==> src/rtl/sdram_arb_pkg.sv <==
// sdram_arb_pkg: shared arbiter state encoding and burst geometry defaults
// for the SDRAM port arbiter.
package sdram_arb_pkg;

   localparam int unsigned ARB_BURST_LEN   = 512;
   localparam int unsigned ARB_FRAME_WORDS = 307200;
   localparam int unsigned ARB_STATE_W     = 2;

   typedef enum logic [ARB_STATE_W-1:0] {
      ARB_IDLE = 2'd0,
      ARB_WR   = 2'd1,
      ARB_RD   = 2'd2
   } arb_state_t;

endpackage : sdram_arb_pkg

==> src/rtl/sdram_port_arb_if.sv <==
// sdram_port_arb_if: burst request/ack handshake and base addresses
// between the port arbiter (master) and the SDRAM controller (slave).
interface sdram_port_arb_if #(
   parameter int unsigned ADDR_W = 22
);

   logic              wr_sdram_req;
   logic              wr_sdram_ack;
   logic              rd_sdram_req;
   logic              rd_sdram_ack;
   logic [ADDR_W-1:0] wr_base_addr;
   logic [ADDR_W-1:0] rd_base_addr;

   modport master (
      output wr_sdram_req,
      output rd_sdram_req,
      output wr_base_addr,
      output rd_base_addr,
      input  wr_sdram_ack,
      input  rd_sdram_ack
   );

   modport slave (
      input  wr_sdram_req,
      input  rd_sdram_req,
      input  wr_base_addr,
      input  rd_base_addr,
      output wr_sdram_ack,
      output rd_sdram_ack
   );

endinterface : sdram_port_arb_if

==> src/rtl/sdram_port_arb_burst_addr_gen.sv <==
// burst_addr_gen: burst base address for one direction. Advances by
// BURST_LEN on each step pulse and wraps to 0 at the end of the frame.
// wrap_c flags the step that performs the wrap.
module burst_addr_gen #(
   parameter int unsigned ADDR_W      = 22,
   parameter int unsigned BURST_LEN   = 512,
   parameter int unsigned FRAME_WORDS = 307200
) (
   input  logic              clk,
   input  logic              rst_n,
   input  logic              step,
   output logic [ADDR_W-1:0] base_addr,
   output logic              wrap_c
);

   localparam int unsigned SUM_W = ADDR_W + 1;

   logic [SUM_W-1:0] sum_c;

   // One extra bit so the frame-end sum never aliases.
   assign sum_c  = SUM_W'(base_addr) + SUM_W'(BURST_LEN);
   assign wrap_c = step && (sum_c == SUM_W'(FRAME_WORDS));

   // Address register: only moves on a step.
   always_ff @(posedge clk or negedge rst_n) begin
      if (!rst_n) begin
         base_addr <= '0;
      end else if (step) begin
         base_addr <= wrap_c ? '0 : ADDR_W'(sum_c);
      end
   end

endmodule : burst_addr_gen

==> src/rtl/sdram_port_arb.sv <==
// sdram_port_arb: requester side of the SDRAM burst req/ack handshake.
// Watches the write FIFO (image source) and read FIFO (VGA sink), raises one
// burst request at a time, holds it until ack and tracks per-direction
// burst base addresses that wrap once per frame.
// Optional macro ARB_RR_EN: round-robin between write and read when both
// want service; otherwise read always wins.
module sdram_port_arb
   import sdram_arb_pkg::*;
#(
   parameter int unsigned BURST_LEN   = ARB_BURST_LEN,
   parameter int unsigned FIFO_W      = 10,
   parameter int unsigned RD_FIFO_DEP = 1024,
   parameter int unsigned ADDR_W      = 22,
   parameter int unsigned FRAME_WORDS = ARB_FRAME_WORDS
) (
   input  logic              clk,
   input  logic              rst_n,
   input  logic              init_done,
   input  logic [FIFO_W-1:0] wr_fifo_level,
   input  logic [FIFO_W-1:0] rd_fifo_level,
   sdram_port_arb_if.master  sdram,
   output logic              frame_valid,
   output logic              wr_frame_done
);

   // One bit of headroom so a threshold equal to the FIFO depth still fits.
   localparam int unsigned      LVL_W     = FIFO_W + 1;
   localparam logic [LVL_W-1:0] WR_THRESH = LVL_W'(BURST_LEN);
   localparam logic [LVL_W-1:0] RD_THRESH = LVL_W'(RD_FIFO_DEP - BURST_LEN);

   arb_state_t        state;
   logic              wr_req;
   logic              rd_req;
   logic [ADDR_W-1:0] wr_addr;
   logic [ADDR_W-1:0] rd_addr;

   logic wr_need_c;
   logic rd_need_c;
   logic grant_rd_c;
   logic grant_wr_c;
   logic wr_step_c;
   logic rd_step_c;
   logic wr_wrap_c;
   logic unused_rd_wrap_c;

   // Service demand from each FIFO.
   assign wr_need_c = (LVL_W'(wr_fifo_level) >= WR_THRESH);
   assign rd_need_c = frame_valid && (LVL_W'(rd_fifo_level) <= RD_THRESH);

`ifdef ARB_RR_EN
   logic rr_last;

   // On contention grant the direction not served last (0=write, 1=read).
   assign grant_rd_c = rd_need_c && !(wr_need_c && rr_last);
`else
   // Read wins on contention: a starved VGA read FIFO is unrecoverable.
   assign grant_rd_c = rd_need_c;
`endif
   assign grant_wr_c = wr_need_c && !grant_rd_c;

   // Only the ack matching the active direction moves an address.
   assign wr_step_c = (state == ARB_WR) && sdram.wr_sdram_ack;
   assign rd_step_c = (state == ARB_RD) && sdram.rd_sdram_ack;

   // Arbiter FSM with registered requests; ack returns to IDLE, which
   // guarantees at least one idle cycle before the next request.
   always_ff @(posedge clk or negedge rst_n) begin
      if (!rst_n) begin
         state  <= ARB_IDLE;
         wr_req <= 1'b0;
         rd_req <= 1'b0;
      end else begin
         case (state)
            ARB_IDLE: begin
               if (init_done && grant_rd_c) begin
                  state  <= ARB_RD;
                  rd_req <= 1'b1;
               end else if (init_done && grant_wr_c) begin
                  state  <= ARB_WR;
                  wr_req <= 1'b1;
               end
            end
            ARB_WR: begin
               if (sdram.wr_sdram_ack) begin
                  state  <= ARB_IDLE;
                  wr_req <= 1'b0;
               end
            end
            ARB_RD: begin
               if (sdram.rd_sdram_ack) begin
                  state  <= ARB_IDLE;
                  rd_req <= 1'b0;
               end
            end
            default: begin
               state  <= ARB_IDLE;
               wr_req <= 1'b0;
               rd_req <= 1'b0;
            end
         endcase
      end
   end

`ifdef ARB_RR_EN
   // Remember the direction of every grant for round-robin.
   always_ff @(posedge clk or negedge rst_n) begin
      if (!rst_n) begin
         rr_last <= 1'b0;
      end else if ((state == ARB_IDLE) && init_done && (grant_rd_c || grant_wr_c)) begin
         rr_last <= grant_rd_c;
      end
   end
`endif

   // Frame tracking: pulse on write wrap, frame_valid sticks until reset.
   always_ff @(posedge clk or negedge rst_n) begin
      if (!rst_n) begin
         wr_frame_done <= 1'b0;
         frame_valid   <= 1'b0;
      end else begin
         wr_frame_done <= wr_wrap_c;
         frame_valid   <= frame_valid | wr_wrap_c;
      end
   end

   burst_addr_gen #(
      .ADDR_W      (ADDR_W),
      .BURST_LEN   (BURST_LEN),
      .FRAME_WORDS (FRAME_WORDS)
   ) u_wr_addr (
      .clk       (clk),
      .rst_n     (rst_n),
      .step      (wr_step_c),
      .base_addr (wr_addr),
      .wrap_c    (wr_wrap_c)
   );

   burst_addr_gen #(
      .ADDR_W      (ADDR_W),
      .BURST_LEN   (BURST_LEN),
      .FRAME_WORDS (FRAME_WORDS)
   ) u_rd_addr (
      .clk       (clk),
      .rst_n     (rst_n),
      .step      (rd_step_c),
      .base_addr (rd_addr),
      .wrap_c    (unused_rd_wrap_c)
   );

   assign sdram.wr_sdram_req = wr_req;
   assign sdram.rd_sdram_req = rd_req;
   assign sdram.wr_base_addr = wr_addr;
   assign sdram.rd_base_addr = rd_addr;

endmodule : sdram_port_arb

==> src/flat_wrapper.sv <==
// flat-port wrapper written by rule: the top's interface ports become plain ports
module sdram_port_arb_flat import sdram_arb_pkg::*;
#(
   parameter int unsigned BURST_LEN   = ARB_BURST_LEN,
   parameter int unsigned FIFO_W      = 10,
   parameter int unsigned RD_FIFO_DEP = 1024,
   parameter int unsigned ADDR_W      = 22,
   parameter int unsigned FRAME_WORDS = ARB_FRAME_WORDS
)
  (clk, rst_n, init_done, wr_fifo_level, rd_fifo_level, frame_valid, wr_frame_done, sdram_wr_sdram_req, sdram_rd_sdram_req, sdram_wr_base_addr, sdram_rd_base_addr, sdram_wr_sdram_ack, sdram_rd_sdram_ack);
  sdram_port_arb_if #(.ADDR_W(ADDR_W)) sdram_i ();
  input  logic clk;
  input  logic rst_n;
  input  logic init_done;
  input  logic [FIFO_W-1:0] wr_fifo_level;
  input  logic [FIFO_W-1:0] rd_fifo_level;
  output logic frame_valid;
  output logic wr_frame_done;
  output wire logic [$bits(sdram_i.wr_sdram_req)-1:0] sdram_wr_sdram_req;
  output wire logic [$bits(sdram_i.rd_sdram_req)-1:0] sdram_rd_sdram_req;
  output wire logic [$bits(sdram_i.wr_base_addr)-1:0] sdram_wr_base_addr;
  output wire logic [$bits(sdram_i.rd_base_addr)-1:0] sdram_rd_base_addr;
  input wire logic [$bits(sdram_i.wr_sdram_ack)-1:0] sdram_wr_sdram_ack;
  input wire logic [$bits(sdram_i.rd_sdram_ack)-1:0] sdram_rd_sdram_ack;
  assign sdram_wr_sdram_req = sdram_i.wr_sdram_req;
  assign sdram_rd_sdram_req = sdram_i.rd_sdram_req;
  assign sdram_wr_base_addr = sdram_i.wr_base_addr;
  assign sdram_rd_base_addr = sdram_i.rd_base_addr;
  assign sdram_i.wr_sdram_ack = sdram_wr_sdram_ack;
  assign sdram_i.rd_sdram_ack = sdram_rd_sdram_ack;
  sdram_port_arb #(.BURST_LEN(BURST_LEN), .FIFO_W(FIFO_W), .RD_FIFO_DEP(RD_FIFO_DEP), .ADDR_W(ADDR_W), .FRAME_WORDS(FRAME_WORDS)) u_core (.clk(clk), .rst_n(rst_n), .init_done(init_done), .wr_fifo_level(wr_fifo_level), .rd_fifo_level(rd_fifo_level), .sdram(sdram_i), .frame_valid(frame_valid), .wr_frame_done(wr_frame_done));
endmodule
==> config.mk <==
export PLATFORM = sky130hd
export DESIGN_NAME = sdram_port_arb_flat
export DESIGN_NICKNAME = d
export VERILOG_FILES = /design/src/rtl/sdram_arb_pkg.sv /design/src/rtl/sdram_port_arb_if.sv /design/src/rtl/sdram_port_arb_burst_addr_gen.sv /design/src/rtl/sdram_port_arb.sv /design/src/flat_wrapper.sv
export SDC_FILE = /design/constraint.sdc
export NUM_CORES = 1
export LEC_CHECK = 0
export BUFFER_PORTS_ARGS = -buffer_cell sky130_fd_sc_hd__buf_2
export CAP_MARGIN = 20
export CELL_PAD_IN_SITES_DETAIL_PLACEMENT = 0
export CELL_PAD_IN_SITES_GLOBAL_PLACEMENT = 1
export CORE_MARGIN = 5
export CORE_UTILIZATION = 35
export DETAILED_ROUTE_END_ITERATION = 16
export PLACE_DENSITY = 0.77
export SYNTH_ARGS = -nofsm -noshare
export SYNTH_HDL_FRONTEND = slang
export SYNTH_SLANG_ARGS = --single-unit
==> constraint.sdc <==
create_clock -name clk -period 2.8 [get_ports clk]
set_input_delay 0.28 -clock clk [delete_from_list [all_inputs] [get_ports clk]]
set_output_delay 0.28 -clock clk [all_outputs]
set_load 0.01 [all_outputs]
* Word level (Yosys, flattened, before mapping)
Index checks and enable logic that the tools add are counted.
** Word-level totals
- Flip-flop bits (word level) :: 50
- Input port bits :: 25
- Output and inout bits :: 48
- Word-level logic and storage cells :: 51
** Operators by class
- Add/subtract/negate cells :: 2
- Order comparisons :: 2
- Equality and inequality tests :: 10
- Muxes and demuxes :: 14
- Bitwise logic cells :: 3
- Reduce and logical (&&, ||, !) cells :: 13
** Operators with widths (number)
- $add A22 B10 Y23 const B :: 2
- $eq A23 B19 Y1 const B :: 2
- $mux W22 :: 2
- $ge A10 B10 Y1 const B :: 1
- $le A10 B10 Y1 const B :: 1
- $logic_and A1 B1 Y1 :: 8
- $mux W2 :: 4
- $ne A2 B2 Y1 const B :: 3
- $pmux W1 S3 :: 2
- $pmux W2 S3 :: 1
- $reduce_and A3 Y1 :: 2
- $mux W1 :: 5
- $ne A2 B1 Y1 const B :: 2
- $reduce_and A4 Y1 :: 1
- $ne A3 B1 Y1 const B :: 1
- $eq A2 B1 Y1 const B :: 1
- $eq A2 B2 Y1 const B :: 1
- $logic_not A2 Y1 :: 1
- $not A1 Y1 :: 2
- $logic_not A1 Y1 :: 1
- $or A1 B1 Y1 :: 1

* Depth between registers and ports, before layout
Gate-level depths: netlist of run 1.
- Word-level depth :: 8
- Mapped depth :: 8
- Depth with buffers taken out :: 7

* Cells and area by module
A second synthesis of run 1 with hierarchy kept.
** Second synthesis, totals
- Cell total of the unflattened synthesis :: 213
- Area, all modules :: 2074.5 um2
** By module, submodules not included
- burst_addr_gen :: instances 2, cells each 94, area each 897.1 um2, sequential area each 325.3 um2
- sdram_port_arb :: instances 1, cells each 25, area each 280.3 um2, sequential area each 150.1 um2

* Least setup slack after synthesis of run 1
OpenSTA, ideal clock, no wires.
- Kind :: register to register
- From :: register u_core.u_rd_addr.base_addr[9]
- To :: register u_core.u_rd_addr.base_addr[13]
- Setup time :: 128 ps
- Arrival time :: 2004 ps
- Required time :: 2672 ps
- Slack :: 668 ps
- Stages on the path, launching flop included :: 9
- Buffers on the path :: 1
- Clock period less this slack :: 2132 ps
- Cell sequence :: dfrtp_1 > ha_1 > buf_4 > nand4_2 > nor4_1 > nor3_2 > or3_1 > o221ai_1 > o21ai_1
** On the way
- Word-level cells in the longest chain between the ends :: 4
** RTL lines
- start, declared :: line sdram_port_arb_burst_addr_gen.sv:12 : output logic [ADDR_W-1:0] base_addr,
- start signal, assigned :: line sdram_port_arb_burst_addr_gen.sv:29 : base_addr <= wrap_c ? '0 : ADDR_W'(sum_c);
- $add A22 B10 Y23 (*) :: line sdram_port_arb_burst_addr_gen.sv:21 : assign sum_c = SUM_W'(base_addr) + SUM_W'(BURST_LEN);
- $eq A23 B19 Y1 :: line sdram_port_arb_burst_addr_gen.sv:22 : assign wrap_c = step && (sum_c == SUM_W'(FRAME_WORDS));
- $logic_and A1 B1 Y1 :: line sdram_port_arb_burst_addr_gen.sv:22
- $mux W22 (*) :: line sdram_port_arb_burst_addr_gen.sv:29
Mark *: on every way between the ends. The rest lies on a longest branch, timed or not.
A chain may end at the register's enable or synchronous reset.

* Worst setup path after layout of run 1
- From :: register u_core.u_rd_addr.base_addr[9]
- To :: register u_core.u_rd_addr.base_addr[12]
Same word-level chain as after synthesis.

==> results of run 1 <==
-- cell type report --
| class | instances | area, sq um |
|---|---|---|
| Clock buffer | 5 | 68.8 |
| Clock inverter | 3 | 42.5 |
| Fill cell | 622 | 3450 |
| Inverter | 7 | 26.3 |
| Multi-Input combinational cell | 175 | 1160 |
| Sequential cell | 32 | 801 |
| Tap cell | 75 | 93.8 |
| Timing Repair Buffer | 47 | 240 |
-- worst max path at each step --
| stage | from | end | slack (ns) | cells past startpoint |
|---|---|---|---|---|
| floorplan | u_core.u_rd_addr.base_addr[9] | u_core.u_rd_addr.base_addr[13] | 0.67 | 8 |
| global placement | u_core.u_rd_addr.base_addr[9] | u_core.u_rd_addr.base_addr[12] | 0.55 | 7 |
| detailed placement | u_core.u_rd_addr.base_addr[9] | u_core.u_rd_addr.base_addr[12] | 0.51 | 7 |
| CTS | u_core.u_rd_addr.base_addr[9] | u_core.u_rd_addr.base_addr[12] | 0.50 | 7 |
| global route | u_core.u_rd_addr.base_addr[9] | u_core.u_rd_addr.base_addr[12] | 0.26 | 7 |
| finish | u_core.u_rd_addr.base_addr[9] | u_core.u_rd_addr.base_addr[12] | 0.55 | 7 |
-- sequential cells by signal (all words and copies together), names as in the netlist --
signal	flops
u_core.u_rd_addr.base_addr	13
u_core.sdram.rd_sdram_req	1
u_core.sdram.wr_sdram_req	1
u_core.u_wr_addr.base_addr	13
u_core.wr_frame_done	1
u_core.frame_valid	1
u_core.state	2
-- power breakdown --
group	switching (mW)	internal [mW]
Sequential	0.0802	0.504
Combinational	0.138	0.113
Clock	0.183	0.263
-- cells in the final DEF (no fill, tap or decap), types with 3 or more instances in the layout --
master / n
buf_2: 45
dfrtp_1: 32
nand2_1: 22
xnor2_1: 20
conb_1: 18
nor2_1: 11
nor3_1: 10
nand3_1: 9
a21oi_1: 8
or3_1: 7
nand4_1: 6
inv_1: 6
o21ai_1: 6
xor2_1: 5
clkbuf_8: 5
nor4_1: 4
or4_1: 3
o21ai_0: 3
-- cell families (layout without fill, tap and decap cells) --
group                    count (synthesis)  count (layout)  synth area share [%]
XOR/XNOR                                25              25                  10.4
other                                    1              18                 0.178
AND/OR/NAND/NOR                         95              95                  27.5
adder cells (fa/ha/maj)                  2               2                  1.19
multiplexers                             2               2                  1.07
flip-flops                              32              32                  38.0
buffers and inverters                   34              62                  10.0
AO/OA/AOI/OAI                           33              33                  11.6
-- metal layers --
metal,share of wire [%],up-vias,track usage (%)
met5,0,-,0
met4,1.1,0,4.04
met3,4.3,6,3.01
met2,50,39,21.8
met1,45,823,17.0
li1,-,855,-
-- per-stage QoR --
stage                     cells  cell area (sq um)  setup slack [ns]
final                       344               2430             0.546
after global routing        344               2430             0.257
after CTS                   344               2430             0.495
after detailed placement    336               2320             0.512
after global placement      336               2320             0.552
after floorplan             241               2170             0.668
==> metrics.cfg, run 1 <==
[outcome]
status=completed

[layout]
fin_nets=295
drive_gt1_share_pct=26.8
utilization_pct=41.3
n_antenna_cell=0
syn2layout_area_growth_pct=15.4

[setup_path]
cp-end-kind=flip-flop
crit_slowest_cell=dfrtp_1
path_delay_family=simple AND/OR/NAND/NOR gates
criticalPathCategory=flip-flop to flip-flop
path_cells=ha_1, nand4_2, nor4_1, xnor2_1, nand4b_2, nor3_4, o21ai_1
ff2ff_path_depth=7
max_stage_delay_ns=0.50
crit_required_ns=2.96
rr_startpoint=u_core.u_rd_addr.base_addr[9]
cp.buffers_inverters=0
r2r_slack_ns=0.55
worstPathArrival_ns=2.42
crit_fanout=9
timing.rr.end=u_core.u_rd_addr.base_addr[12]
cp-start-kind=flip-flop

[yosys]
synth_top_area_share_pct=38.0
yosys-top-cells-area=dfrtp_1, xnor2_1, buf_4, nand2_1, nor3_1
syn_avg_cell_area_sq_um=9.41
netlist_instances=224
yosysMostFrequentCell=dfrtp_1
yosys-top-cells-count=dfrtp_1, nand2_1, buf_4
ys_seq_area_share_pct=38.0
ys_dominant_reg_cell=dfrtp_1
syn_area_sq_mm=0.00211
synth-seq-cells=32
yosysTopAreaCell=dfrtp_1
synth-async-reset-ratio_pct=100
yosysWarnings=0
yosysUniqueCellTypes=51
synth_enable_flop_cells=0

[clock_network]
cts_setup_buffers=0
numCtsBuffers=5
clock-root-buffer=clkbuf_8
htree_levels=2
cts_tree=done
cts_buffer_depth=2
cts.sinks=32
worstSkewPairLatency_ns=0.28
cts_hold_buf=0
cts.clk_slew.worst_paths_ns=0.07
cts_resized=0

[timing]
slew-limit-headroom_pct=51.4
max_freq_mhz=444
finalCritPeriodShare_pct=80.5
tns_ns=0
setup_violations=0
rsz0062_at_grt=no
tightest_slew_ns=0.729
hold_ws_ns=0.0504
skew_ns=0.00613
hold_viol=0
final_max_slew_viol_count=0
period_minus_slack_ns=2.25

[pwr]
power.total_mw=1.28
ir_drop_uv=416
p_leak_nw=1.06
power_density_mw_per_mm2=527

[placement]
io_buffers=45
place_congestion=0.758
dpl.hpwl_microns=3490

[global_route]
grt_pass1_vias=1683
grt_pass1_wl_microns=8030
antenna_found_initial=0
overflow=0
grt_usage_pct=13.1
grt_max_degree=33

[die]
std_cell_rows=28
core_area_sq_mm=0.00589
start_util_pct=35.8
num_io_pins=73
die_area_sq_mm=0.00767
die_h_microns=87.6
die_x_microns=87.6

[routing]
routed_wl_microns=4690
drtIter0Drc=65
num_vias=1723
antenna_left=0
wl_per_cell_microns=13.6
viasPerCell=5.01
post-route-drc-count=0
drt_first_pass_iters=4

[run]
max-cap-violations=0

[hold_path]
hp-class=input pin to asynchronous set/reset pin

(Power assumes the default switching activity.)
==> run 2: changes to the inputs <==
--- a/config.mk
+++ b/config.mk
@@ -10,9 +10,9 @@
 export CELL_PAD_IN_SITES_DETAIL_PLACEMENT = 0
 export CELL_PAD_IN_SITES_GLOBAL_PLACEMENT = 1
 export CORE_MARGIN = 5
-export CORE_UTILIZATION = 35
+export CORE_UTILIZATION = 33
 export DETAILED_ROUTE_END_ITERATION = 16
-export PLACE_DENSITY = 0.77
+export PLACE_DENSITY = 0.76
 export SYNTH_ARGS = -nofsm -noshare
 export SYNTH_HDL_FRONTEND = slang
 export SYNTH_SLANG_ARGS = --single-unit
==> constraint.sdc (replaced) <==
create_clock -name clk -period 1.93 [get_ports clk]
set_input_delay 0.193 -clock clk [delete_from_list [all_inputs] [get_ports clk]]
set_output_delay 0.193 -clock clk [all_outputs]
set_load 0.01 [all_outputs]
==> run 2 against run 1 <==
The flow now finishes with violations (negative setup slack). Global-route usage increased by 0.72 points. Hold slack improved by 0.17 ns. Flip-flop and latch count unchanged. Worst setup slack got worse by 0.61 ns. Clock skew increased by 0.0011 ns. First-iteration DRC count decreased by 34%. Critical path depth increased by 1. Core utilization increased by 6.2 points. Count of clock-buffer cells in the layout increased by 3. Total power increased by 52%. Largest cell class unchanged.
==> metrics.cfg, run 2 (synthesis results as in run 1) <==
[outcome]
status=finished with violations
violations=negative setup slack

[layout]
final_cell_mix=buf_4, buf_2, dfrtp_1, nand2_1, xnor2_1
top_regs=u_core.u_rd_addr.base_addr: 13 flops, u_core.u_wr_addr.base_addr: 13 flops, u_core.state: 2 flops
fin_nets=349
drive_gt1_share_pct=45.2
n_antenna_cell=0
fin_cells=400
final_common_cell=buf_4
syn2layout_area_growth_pct=41.4

[timing]
hold_viol=0
worst_slack_ns=-0.0637
max_freq_mhz=502
hold_ws_ns=0.220
tightest_slew_ns=0.757
setup_violations=3
period_minus_slack_ns=1.99
slew-limit-headroom_pct=49.5
tns_ns=-0.116
finalCritPeriodShare_pct=103
rsz0062_at_grt=yes
skew_ns=0.00721
final_max_slew_viol_count=0

[pwr]
p_int_mw=1.33
p_seq_share_pct=41.4
p_leak_nw=1.34
power.total_mw=1.95
p_switching_mw=0.615
switching_share_pct=31.6
ir_drop_uv=652
p_comb_share_pct=30.4
p_clk_share_pct=28.2
power_density_mw_per_mm2=653

[clock_network]
cts.clk_slew.worst_paths_ns=0.07
worstSkewPairLatency_ns=0.29
cts.sinks=32
htree_levels=2
cts_tree=done
cts_buffer_depth=2
numCtsBuffers=5
clock-root-buffer=clkbuf_8

[global_route]
met2_usage_pct=24.5
grt_usage_pct=13.8
antenna_found_initial=0
grt_pass1_vias=1980
grtUsageMet3_pct=4.17
use_met1_pct=16.4
grt_max_degree=33
grt-busiest-layer=met2
grt_pass1_wl_microns=9340
overflow=0

[setup_path]
max_stage_delay_ns=0.38
crit_required_ns=2.11
cp-start-kind=flip-flop
worstPathArrival_ns=2.17
crit_fanout=6
path_delay_family=simple AND/OR/NAND/NOR gates
criticalPathCategory=flip-flop to flip-flop
crit_slowest_cell=dfrtp_1
crit_cells=8
path_cells=ha_2, nand4_1, nor3_2, nor3_1, a31oi_1, nor4_4, buf_4, or2_1
cp.buffers_inverters=1
cp-end-kind=flip-flop
ff2ff_path_depth=8

[hold_path]
hp-class=input pin to flip-flop
hold_path_depth=3

[placement]
io_buffers=45
dpl.hpwl_microns=3980
place_congestion=0.782
dp_cells=380

[run]
max-cap-violations=0

[routing]
drt_first_pass_iters=4
routed_wl_microns=5540
wl_per_cell_microns=13.9
antenna_left=0
post-route-drc-count=0
viasPerCell=4.93
drtIter0Drc=43
num_vias=1970

[die]
die_x_microns=89.9
core_area_sq_mm=0.00628
start_util_pct=33.6
die_area_sq_mm=0.00808
std_cell_rows=29
num_io_pins=73
die_h_microns=89.9

==> run 2: cell type report <==
cell class / instances / area (sq um)
fill: 613 / 3300
multi-input combinational: 175 / 1310
sequential: 32 / 807
timing repair buffer: 101 / 648
tap: 77 / 96.3
clock buffer: 8 / 90.1
inverter: 7 / 26.3
==> run 2: power groups by stage <==
stage | clock, mW | sequential, mW | combinational, mW
6_report | 0.549 | 0.805 | 0.593
5_1_grt | 0.602 | 0.813 | 0.658
4_1_cts | 0.568 | 0.803 | 0.592
3_5_place_dp | 0 | 0.814 | 0.579
3_3_place_gp | 0 | 0.807 | 0.569
2_1_floorplan | 0 | 0.848 | 0.275
==> run 2: timing repair <==
action,4_1_cts,5_1_grt
pin swaps,3,10
setup buffers,5,7
hold buffers,1,0
endpoints found under the setup margin,9,9
hold endpoints to repair,30,0
gates resized for setup,6,13
==> run 2: layer usage <==
metal	wire length (microns)	part of all wire, %	vias to the layer above
met3	258	4.7	7
met5	0	0	-
met4	48	0.87	0
met1	2250	41	964
li1	-	-	963
met2	2980	54	36
==> run 2: worst paths after layout <==
path	to	from	slack, ns
max in group asynchronous	u_core.u_wr_addr.base_addr[9]	rst_n	0.88
min	u_core.u_wr_addr.base_addr[11]	sdram_wr_sdram_ack	0.22
max	u_core.frame_valid	u_core.u_wr_addr.base_addr[10]	-0.06
max reg2reg	u_core.frame_valid	u_core.u_wr_addr.base_addr[10]	-0.06
min in group asynchronous	u_core.u_rd_addr.base_addr[9]	rst_n	0.51
min reg2reg	u_core.frame_valid	u_core.frame_valid	0.51
==> run 2: metrics by stage <==
stage	cell area, sq um	worst slack [ns]	utilization (%)
floorplan	2240	0.00234	-
CTS	2860	-0.00850	45.6
global route	2980	-0.147	47.5
finish	2980	-0.0637	47.5
detailed placement	2700	-0.0982	43.0
global placement	2700	-0.0361	43.0
==> run 2: worst min-delay path, cell delays in order <==
cell and delay (ns):
buf_2 0.12, nand4_1 0.10, xnor2_1 0.06
==> run 3: changes to the inputs <==
--- a/config.mk
+++ b/config.mk
@@ -5,14 +5,15 @@
 export SDC_FILE = /design/constraint.sdc
 export NUM_CORES = 1
 export LEC_CHECK = 0
+export ABC_AREA = 1
 export BUFFER_PORTS_ARGS = -buffer_cell sky130_fd_sc_hd__buf_2
 export CAP_MARGIN = 20
 export CELL_PAD_IN_SITES_DETAIL_PLACEMENT = 0
 export CELL_PAD_IN_SITES_GLOBAL_PLACEMENT = 1
 export CORE_MARGIN = 5
-export CORE_UTILIZATION = 33
+export CORE_UTILIZATION = 32
 export DETAILED_ROUTE_END_ITERATION = 16
-export PLACE_DENSITY = 0.76
+export PLACE_DENSITY = 0.78
 export SYNTH_ARGS = -nofsm -noshare
 export SYNTH_HDL_FRONTEND = slang
 export SYNTH_SLANG_ARGS = --single-unit
==> run 3 against run 2 <==
The flow finishes with violations (negative hold slack). Clock skew shrank 0.0019 ns. Flip-flop and latch count did not move. Clock power rose by 4.0%. Critical endpoint is now u_core.u_wr_addr.base_addr[13]. Largest cell class unchanged.
==> metrics.cfg, run 3 <==
[outcome]
status=finished with violations
violations=negative hold slack

[clock_network]
cts.clk_slew.worst_paths_ns=0.07
clock-root-buffer=clkbuf_8
cts_tree=done
cts_setup_buffers=0
cts_hold_buf=0
cts_buffer_depth=2
worstSkewPairLatency_ns=0.28
cts.sinks=32
cts_resized=0
numCtsBuffers=5
htree_levels=2

[layout]
fin_nets=388
top_regs=u_core.u_rd_addr.base_addr: 13 flops, u_core.u_wr_addr.base_addr: 13 flops, u_core.state: 2 flops
syn2layout_area_growth_pct=15.2
fill_cells=726
n_antenna_cell=0
final_common_cell=nand2_1
final_cell_mix=nand2_1, buf_2, inv_1, dfrtp_1, nor2_1
drive_gt1_share_pct=21.9
fin_cells=441
multi_input_area_sq_mm=0.00115
ff_latch_area_sq_um=801
final_cell_area_sq_mm=0.00252

[die]
core_area_sq_mm=0.00672
num_io_pins=73
std_cell_rows=30
start_util_pct=32.6
die_area_sq_mm=0.00860
die_x_microns=92.7
die_h_microns=92.7

[yosys]
ys_dominant_reg_cell=dfrtp_1
syn_area_sq_mm=0.00219
yosysUniqueCellTypes=27
synth-async-reset-ratio_pct=100
synth_top_area_share_pct=36.6
yosysMostFrequentCell=nand2_1
yosys-top-cells-area=dfrtp_1, nand2_1, buf_4, inv_1, nor2_1
netlist_instances=312
synth_enable_flop_cells=0
yosysTopAreaCell=dfrtp_1
synth-seq-cells=32
yosysWarnings=0
ys_seq_area_share_pct=36.6
syn_avg_cell_area_sq_um=7.02
yosys-top-cells-count=nand2_1, inv_1, dfrtp_1

[routing]
antenna_left=0
wl_per_cell_microns=10.8
drt_first_pass_iters=3
num_vias=1913
post-route-drc-count=0
routed_wl_microns=4760
viasPerCell=4.34
drtIter0Drc=28

[setup_path]
max_stage_delay_ns=0.44
cpMostUsedCell=nand2_1
crit_slowest_cell=dfrtp_1
cp-end-kind=flip-flop
cp-start-kind=flip-flop
path_cells=ha_1, nand3_2, inv_2, nand2_1, nand2_1, nor2_1, nand3_1, nor2_4, nand3_4, nand2_1, nand2_1
worstPathArrival_ns=1.88
crit_fanout=6
criticalPathCategory=flip-flop to flip-flop
crit_required_ns=2.11

[timing]
tns_ns=0
max_freq_mhz=587
hold_viol=32
rsz0062_at_grt=no
tightest_slew_ns=0.746
skew_ns=0.00528
finalCritPeriodShare_pct=88.2
worst_slack_ns=0.228
period_minus_slack_ns=1.70
hold_ws_ns=-0.0281
slew-limit-headroom_pct=50.3
setup_violations=0
final_max_slew_viol_count=0

[global_route]
grt_usage_pct=11.3
overflow=0
grt_pass1_vias=1749
grt_max_degree=33
grt_pass1_wl_microns=7870
antenna_found_initial=0

[placement]
place_congestion=0.772
dp_slack_ns=0.214
io_buffers=45
placed_cell_area_sq_mm=0.00243
dp_cells=434
dpl.hpwl_microns=3660

[pwr]
ir_drop_uv=361
power_density_mw_per_mm2=955
p_leak_nw=1.29

[hold_path]
hp-class=input pin to asynchronous set/reset pin

[run]
max-cap-violations=0

run 3: cell count changes after synthesis, moves of 5 or more:
| cell | change |
|---|---|
| o21ai_1 | -6 |
| nand3_1 | +9 |
| o21ai_0 | +16 |
| nand2_1 | +93 |
| a21oi_1 | -6 |
| xnor2_1 | -17 |
| inv_1 | +27 |
| nor2_2 | +5 |
| nor2_1 | +15 |
| or3_1 | -7 |
| nor3_1 | -9 |
run 3: worst paths after layout:
kind | startpoint | to | slack (ns) | depth (start not counted)
max reg2reg | u_core.u_wr_addr.base_addr[9] | u_core.u_wr_addr.base_addr[13] | 0.23 | 11
max in group asynchronous | rst_n | u_core.frame_valid | 1.48 | 1
max | u_core.u_wr_addr.base_addr[9] | u_core.u_wr_addr.base_addr[13] | 0.23 | 11
min reg2reg | u_core.sdram.rd_sdram_req | u_core.sdram.rd_sdram_req | 0.47 | 2
min | rst_n | u_core.u_rd_addr.base_addr[20] | -0.03 | 1
min in group clk | wr_fifo_level[9] | u_core.sdram.wr_sdram_req | 0.21 | 3
run 3: kinds of logic (layout without fill, tap and decap cells):
group / after synthesis / in the layout / synth area share [%]
and+or+nand+nor: 188 / 188 / 39.3
buffers and inverters: 57 / 89 / 13.7
DFF: 32 / 32 / 36.6
AOI/OAI and AO/OA: 25 / 25 / 6.34
xor gates and xnor gates: 7 / 7 / 2.80
adders and majority gates: 2 / 2 / 1.14
other: 1 / 18 / 0.171
run 3: worst max-delay path, delay by kind of cell, from the launching register on:
family                   cells  cell delay, ns
adder cells (fa/ha/maj)      1            0.26
buffers and inverters        1            0.07
flip-flops                   1            0.44
AND/OR/NAND/NOR              9            0.82
run 3: cell type report:
type / instances / area share (%)
clock buffer: 7 / 3.82
inverter: 35 / 5.21
multi-input combinational: 240 / 45.7
sequential: 32 / 31.7
tap: 80 / 3.97
timing repair buffer: 47 / 9.52
run 3: per-stage QoR:
step	util, %	hold slack, ns	total power [mW]
after floorplan	-	-0.103	1.60
after global placement	36.1	0.310	1.84
after detailed placement	36.1	0.315	1.86
after CTS	37.5	0.0000282	2.45
after global routing	37.5	0.0389	2.61
final	37.5	-0.0281	2.41
run 3: power breakdown:
| part | total (mW) | switching, mW | leakage, nW | internal, mW |
|---|---|---|---|---|
| clock network | 0.571 | 0.254 | 0.0503 | 0.318 |
| registers | 0.997 | 0.172 | 0.420 | 0.825 |
| logic | 0.840 | 0.516 | 0.816 | 0.323 |
| total | 2.41 | 0.942 | 1.29 | 1.47 |
run 3: per-layer routing:
layer / up-vias / routed length [microns] / track usage (%)
met5: - / 0 / 0
li1: 1029 / - / -
met2: 34 / 2200 / 19.0
met4: 0 / 59 / 3.30
met3: 7 / 215 / 2.84
met1: 843 / 2290 / 14.5
